## src/rtl/shift_right_seq_pkg.sv

```systemverilog
// Shared definitions for the sequential right shifter.
//   state_t           : FSM state encoding (IDLE, SHIFT, DONE)
//   FILL_LOGICAL/ARITH: fill-select values carried in the arith register
package shift_right_seq_pkg;

    typedef logic [1:0] state_t;

    localparam state_t ST_IDLE  = 2'd0;
    localparam state_t ST_SHIFT = 2'd1;
    localparam state_t ST_DONE  = 2'd2;

    localparam logic FILL_LOGICAL = 1'b0;
    localparam logic FILL_ARITH   = 1'b1;

endpackage

```

## src/rtl/shift_right_seq_stage.sv

```systemverilog
// sr_stage: one conditional right-shift stage (combinational).
// Ports:
//   data   : operand
//   stage  : stage index k; shift distance is 2^k
//   en     : 1 = shift this stage, 0 = pass data through
//   fill   : value shifted into the vacated MSBs
//   result : shifted (or passed-through) data
module sr_stage #(
    parameter int N = 32,
    parameter int S = $clog2(N)
) (
    input  logic [N-1:0] data,
    input  logic [S-1:0] stage,
    input  logic         en,
    input  logic         fill,
    output logic [N-1:0] result
);

    logic [S-1:0] amt;

    always_comb begin
        amt = S'(1) << stage;
        result = data;
        if (en) begin
            // A one-fill is a zero-fill of the inverted word, inverted back.
            if (fill) result = ~((~data) >> amt);
            else      result = data >> amt;
        end
    end

endmodule

```

## src/rtl/shift_right_seq.sv

```systemverilog
// shift_right_seq: multi-cycle right shifter, one binary stage per cycle.
// A request is latched in IDLE, S = log2(N) stages are applied in SHIFT
// (stage k shifts by 2^k when shamt bit k is set), and the result is
// offered in DONE until consumed. Latency is always S cycles.
//
// Handshake: a transfer happens on a rising edge where valid and ready are
// both 1. in_ready/out_valid depend only on registered state, never on
// in_valid/out_ready.
//
// Ports:
//   clk, rst  : clock, asynchronous active-high reset
//   in_valid  : request valid          in_ready  : request can be accepted
//   in        : operand                shamt     : shift amount 0..N-1
//   arith     : 1 = sign fill, 0 = zero fill
//   out_valid : result valid           out_ready : consumer accepts result
//   out       : result (0 unless DONE)
//   dbg_state : current FSM state
module shift_right_seq
    import shift_right_seq_pkg::*;
#(
    parameter int N = 32,
    parameter int S = $clog2(N)
) (
    input  logic         clk,
    input  logic         rst,
    input  logic         in_valid,
    output logic         in_ready,
    input  logic [N-1:0] in,
    input  logic [S-1:0] shamt,
    input  logic         arith,
    output logic         out_valid,
    input  logic         out_ready,
    output logic [N-1:0] out,
    output state_t       dbg_state
);

    state_t       state;
    logic [S-1:0] k;
    logic [N-1:0] data_reg;
    logic [S-1:0] shamt_reg;
    logic         arith_reg;
    logic [N-1:0] stage_out;
    logic         fill;

    // The MSB stays equal to the original sign bit in arithmetic mode, so
    // using the current MSB as fill is the same as using the original sign.
    assign fill = (arith_reg == FILL_ARITH) ? data_reg[N-1] : 1'b0;

    sr_stage #(.N(N), .S(S)) u_stage (
        .data   (data_reg),
        .stage  (k),
        .en     (shamt_reg[k]),
        .fill   (fill),
        .result (stage_out)
    );

    always_ff @(posedge clk or posedge rst) begin
        if (rst) begin
            state     <= ST_IDLE;
            k         <= '0;
            data_reg  <= '0;
            shamt_reg <= '0;
            arith_reg <= FILL_LOGICAL;
        end else begin
            case (state)
                ST_IDLE: begin
                    if (in_valid) begin
                        data_reg  <= in;
                        shamt_reg <= shamt;
                        arith_reg <= arith;
                        k         <= '0;
                        state     <= ST_SHIFT;
                    end
                end
                ST_SHIFT: begin
                    data_reg <= stage_out;
                    k        <= k + S'(1);
                    if (k == S'(S - 1)) state <= ST_DONE;
                end
                ST_DONE: begin
                    if (out_ready) state <= ST_IDLE;
                end
                default: state <= ST_IDLE;
            endcase
        end
    end

    assign in_ready  = (state == ST_IDLE);
    assign out_valid = (state == ST_DONE);
    assign out       = (state == ST_DONE) ? data_reg : '0;
    assign dbg_state = state;

endmodule
```

## config.mk

```make
export PLATFORM = sky130hd
export DESIGN_NAME = shift_right_seq
export DESIGN_NICKNAME = d
export VERILOG_FILES = /design/src/rtl/shift_right_seq_pkg.sv /design/src/rtl/shift_right_seq_stage.sv /design/src/rtl/shift_right_seq.sv
export SDC_FILE = /design/constraint.sdc
export NUM_CORES = 1
export LEC_CHECK = 0
export CAP_MARGIN = 10
export CORE_MARGIN = 8
export CORE_UTILIZATION = 30
export DETAILED_ROUTE_END_ITERATION = 16
export HOLD_SLACK_MARGIN = 0.06
export PLACE_DENSITY = 0.61
export REMOVE_ABC_BUFFERS = 1
export SLEW_MARGIN = 20
export SYNTH_ARGS = -nofsm -noshare
export SYNTH_HDL_FRONTEND = slang
export SYNTH_SLANG_ARGS = --single-unit
```

## constraint.sdc

```tcl
create_clock -name clk -period 2.11 [get_ports clk]
set_input_delay 0.633 -clock clk [delete_from_list [all_inputs] [get_ports clk]]
set_output_delay 0.633 -clock clk [all_outputs]
set_load 0.1 [all_outputs]
```

==> flow_summary.json <==
{
  "yosysSeqAreaShare_pct": 28.5,
  "die-width_um": 131,
  "seq_area_um2": 1130,
  "syn_avg_cell_area_um2": 8.18,
  "peakVddDrop_uv": 724,
  "grt_pass1_vias": 4384,
  "cts-root-buf": "clkbuf_16",
  "cts_buffer_depth": 2,
  "min_path_type": "flip-flop to flip-flop",
  "cellLeakagePower_nw": 2.52,
  "cts-htree-levels": 2,
  "ys_warn_count": 0,
  "syn_inst": 483,
  "setup_viol": 0,
  "ys_ff_latch": 45,
  "multi_input_area_um2": 2650,
  "power_frac_clock_pct": 7.7,
  "path_class": "flip-flop to primary output",
  "final.fill_count": 1298,
  "synth_common_cells": "57 x nor2_1, 45 x dfrtp_1, 40 x o21ai_0",
  "status": "completed",
  "area.growth.synth_to_final_pct": 54.3,
  "start_util_pct": 30.3,
  "antenna_left": 0,
  "antenna_found_initial": 0,
  "sw_frac_of_total_pct": 50.0,
  "drtIter0Drc": 332,
  "worst-path-buf-inv": 3,
  "power_switching_mw": 5.43,
  "path_clk_slew_ps": 80,
  "cp_cell_sequence": "nor2b_4, buf_12, clkbuf_16, and2_4, buf_12",
  "arrival_ps": 1470,
  "p_total_mw": 10.9,
  "p_per_area_nw_per_um2": 1780,
  "slowest_delay_ps": 410,
  "tns_ps": 0,
  "synth_area_um2": 3950,
  "synth.distinct_cells": 65,
  "avgRoutedWirePerCell_um": 20.9,
  "startpoint_type": "flip-flop",
  "cp_common_cell": "buf_12",
  "clkSinkCount": 45,
  "route.final.wire_length_mm": 16.2,
  "grt_max_degree": 46,
  "clkLatencyLatePin_ps": 290,
  "cp-end-kind": "primary output",
  "synthFlopType": "dfrtp_1",
  "grt-ovfl-total": 0,
  "io_pins": 78,
  "slew_viol_final": 0,
  "tritoncts": "yes",
  "die-area_um2": 17100,
  "largest_reg_flops": 30,
  "die_y_um": 131,
  "synth_top_area_share_pct": 28.5,
  "worstMarginPinSlew_ps": 466,
  "pwr-share-comb_pct": 73.0,
  "grt_pass1_wl_mm": 24.6,
  "track_usage_pct": 18.7,
  "synth-async-reset-ratio_pct": 100,
  "crit_required_ps": 1480,
  "skew_ps": 9.37,
  "ys_top_cells_by_area": "dfrtp_1 29%, nor2_1 5.4%, and2_1 5.2%, o21ai_0 5.1%, a21oi_1 4.8%",
  "finalHoldViolations": 0,
  "numCtsBuffers": 5,
  "antenna_cells": 0,
  "via_per_inst": 5.65,
  "synth_area_leader_cell": "dfrtp_1",
  "synth_edf_count": 0,
  "maxCapViolCount": 0,
  "vias": 4376,
  "crit_slowest_cell": "dfrtp_1",
  "core_area_um2": 13000,
  "max_freq_mhz": 476,
  "port-buffer-count": 77,
  "min_period_ps": 2100,
  "yosysMostFrequentCell": "nor2_1",
  "num_rows": 42,
  "hpwlAfterDp_mm": 11.7,
  "holdWs_ps": 526,
  "drc_errors": 0,
  "sequentialPowerShare_pct": 19.3,
  "nNetsFinal": 641,
  "rsz0062_at_grt": "true",
  "cp_max_fo": 7,
  "place.gp.congestion": 0.986,
  "period_share_pct": 99.6,
  "slew_headroom_pct": 68.9,
  "final_layout_size_suffix_gt1_share_pct": 33.4,
  "p_int_mw": 5.43,
  "critical-path-top-delay-family": "buffers and inverters",
  "first_pass_iters": 4
}
## worst paths after layout
check,startpoint,to,slack (ps),depth (start not counted)
min in group asynchronous,rst,data_reg[6],690,3
max in group asynchronous,rst,data_reg[22],1170,3
worst min register to register,shamt_reg[0],shamt_reg[0],530,1
worst min-delay path,shamt_reg[0],shamt_reg[0],530,1
worst max register to register,k[1],data_reg[16],60,8
worst max-delay path,dbg_state[0],out[29],8,5
## layout by cell type (no fill, tap or decap), drive strengths merged, types with 5 or more instances in the layout
cell	netlist	routed
nand2	35	35
o22ai	6	6
mux4	5	5
and2	33	33
mux2	13	13
mux2i	18	18
a221o	5	5
nor2	60	60
nor3	10	10
buf	26	112
a22o	10	10
a211oi	8	8
o31ai	13	13
dfrtp	45	45
clkbuf	22	7
o21ai	40	40
o211ai	11	11
a31oi	5	5
inv	9	9
clkdlybuf4s50	0	41
a21oi	39	39
a221oi	8	8
nand2b	6	6
## cell type report
class,count,area share [%]
timing repair buffer,155,31.3
inverter,9,0.616
clock inverter,3,0.411
clock buffer,5,2.05
tap,176,3.61
sequential,45,18.6
multi-input combinational,381,43.5
## through the flow
step	utilization [%]	cells	setup slack (ps)	area (µm²)
2_1_floorplan	-	435	-2550	3680
3_3_place_gp	43.3	756	-2.56	5640
3_5_place_dp	43.3	756	-81.2	5640
4_1_cts	44.5	764	-18.0	5800
5_1_grt	46.8	774	-35.6	6100
6_report	46.8	774	8.18	6100
## per-layer routing
metal	vias up	track usage, %	wire length [µm]	part of all wire (%)
li1	2015	-	-	-
met1	2103	24.0	6840	42
met2	217	30.8	7790	48
met3	41	3.37	1010	6.2
met4	0	6.55	529	3.3
met5	-	0	0	0
## timing repair
item	CTS	global route
buffers inserted	0	7
pin swaps	0	6
hold buffers	0	0
endpoints found under the setup margin	20	56
gates cloned	0	3
resized for setup	4	59
## power by group through the flow
stage | clock network (mW) | logic, mW | registers (mW)
2_1_floorplan | 0 | 4.33 | 2.10
3_3_place_gp | 0 | 7.39 | 2.05
3_5_place_dp | 0 | 7.47 | 2.07
4_1_cts | 0.854 | 7.52 | 2.05
5_1_grt | 0.890 | 8.55 | 2.16
6_report | 0.832 | 7.93 | 2.10
## kinds of logic (layout without fill, tap and decap cells)
family | after synthesis | count (layout) | synth area share (%)
compound gates | 175 | 175 | 30.2
fa+ha+maj | 2 | 2 | 0.633
buf+inv | 57 | 172 | 7.60
flops | 45 | 45 | 28.5
mux | 36 | 36 | 11.1
simple gates | 168 | 168 | 22.0
Power figures use the tool's default switching activity.
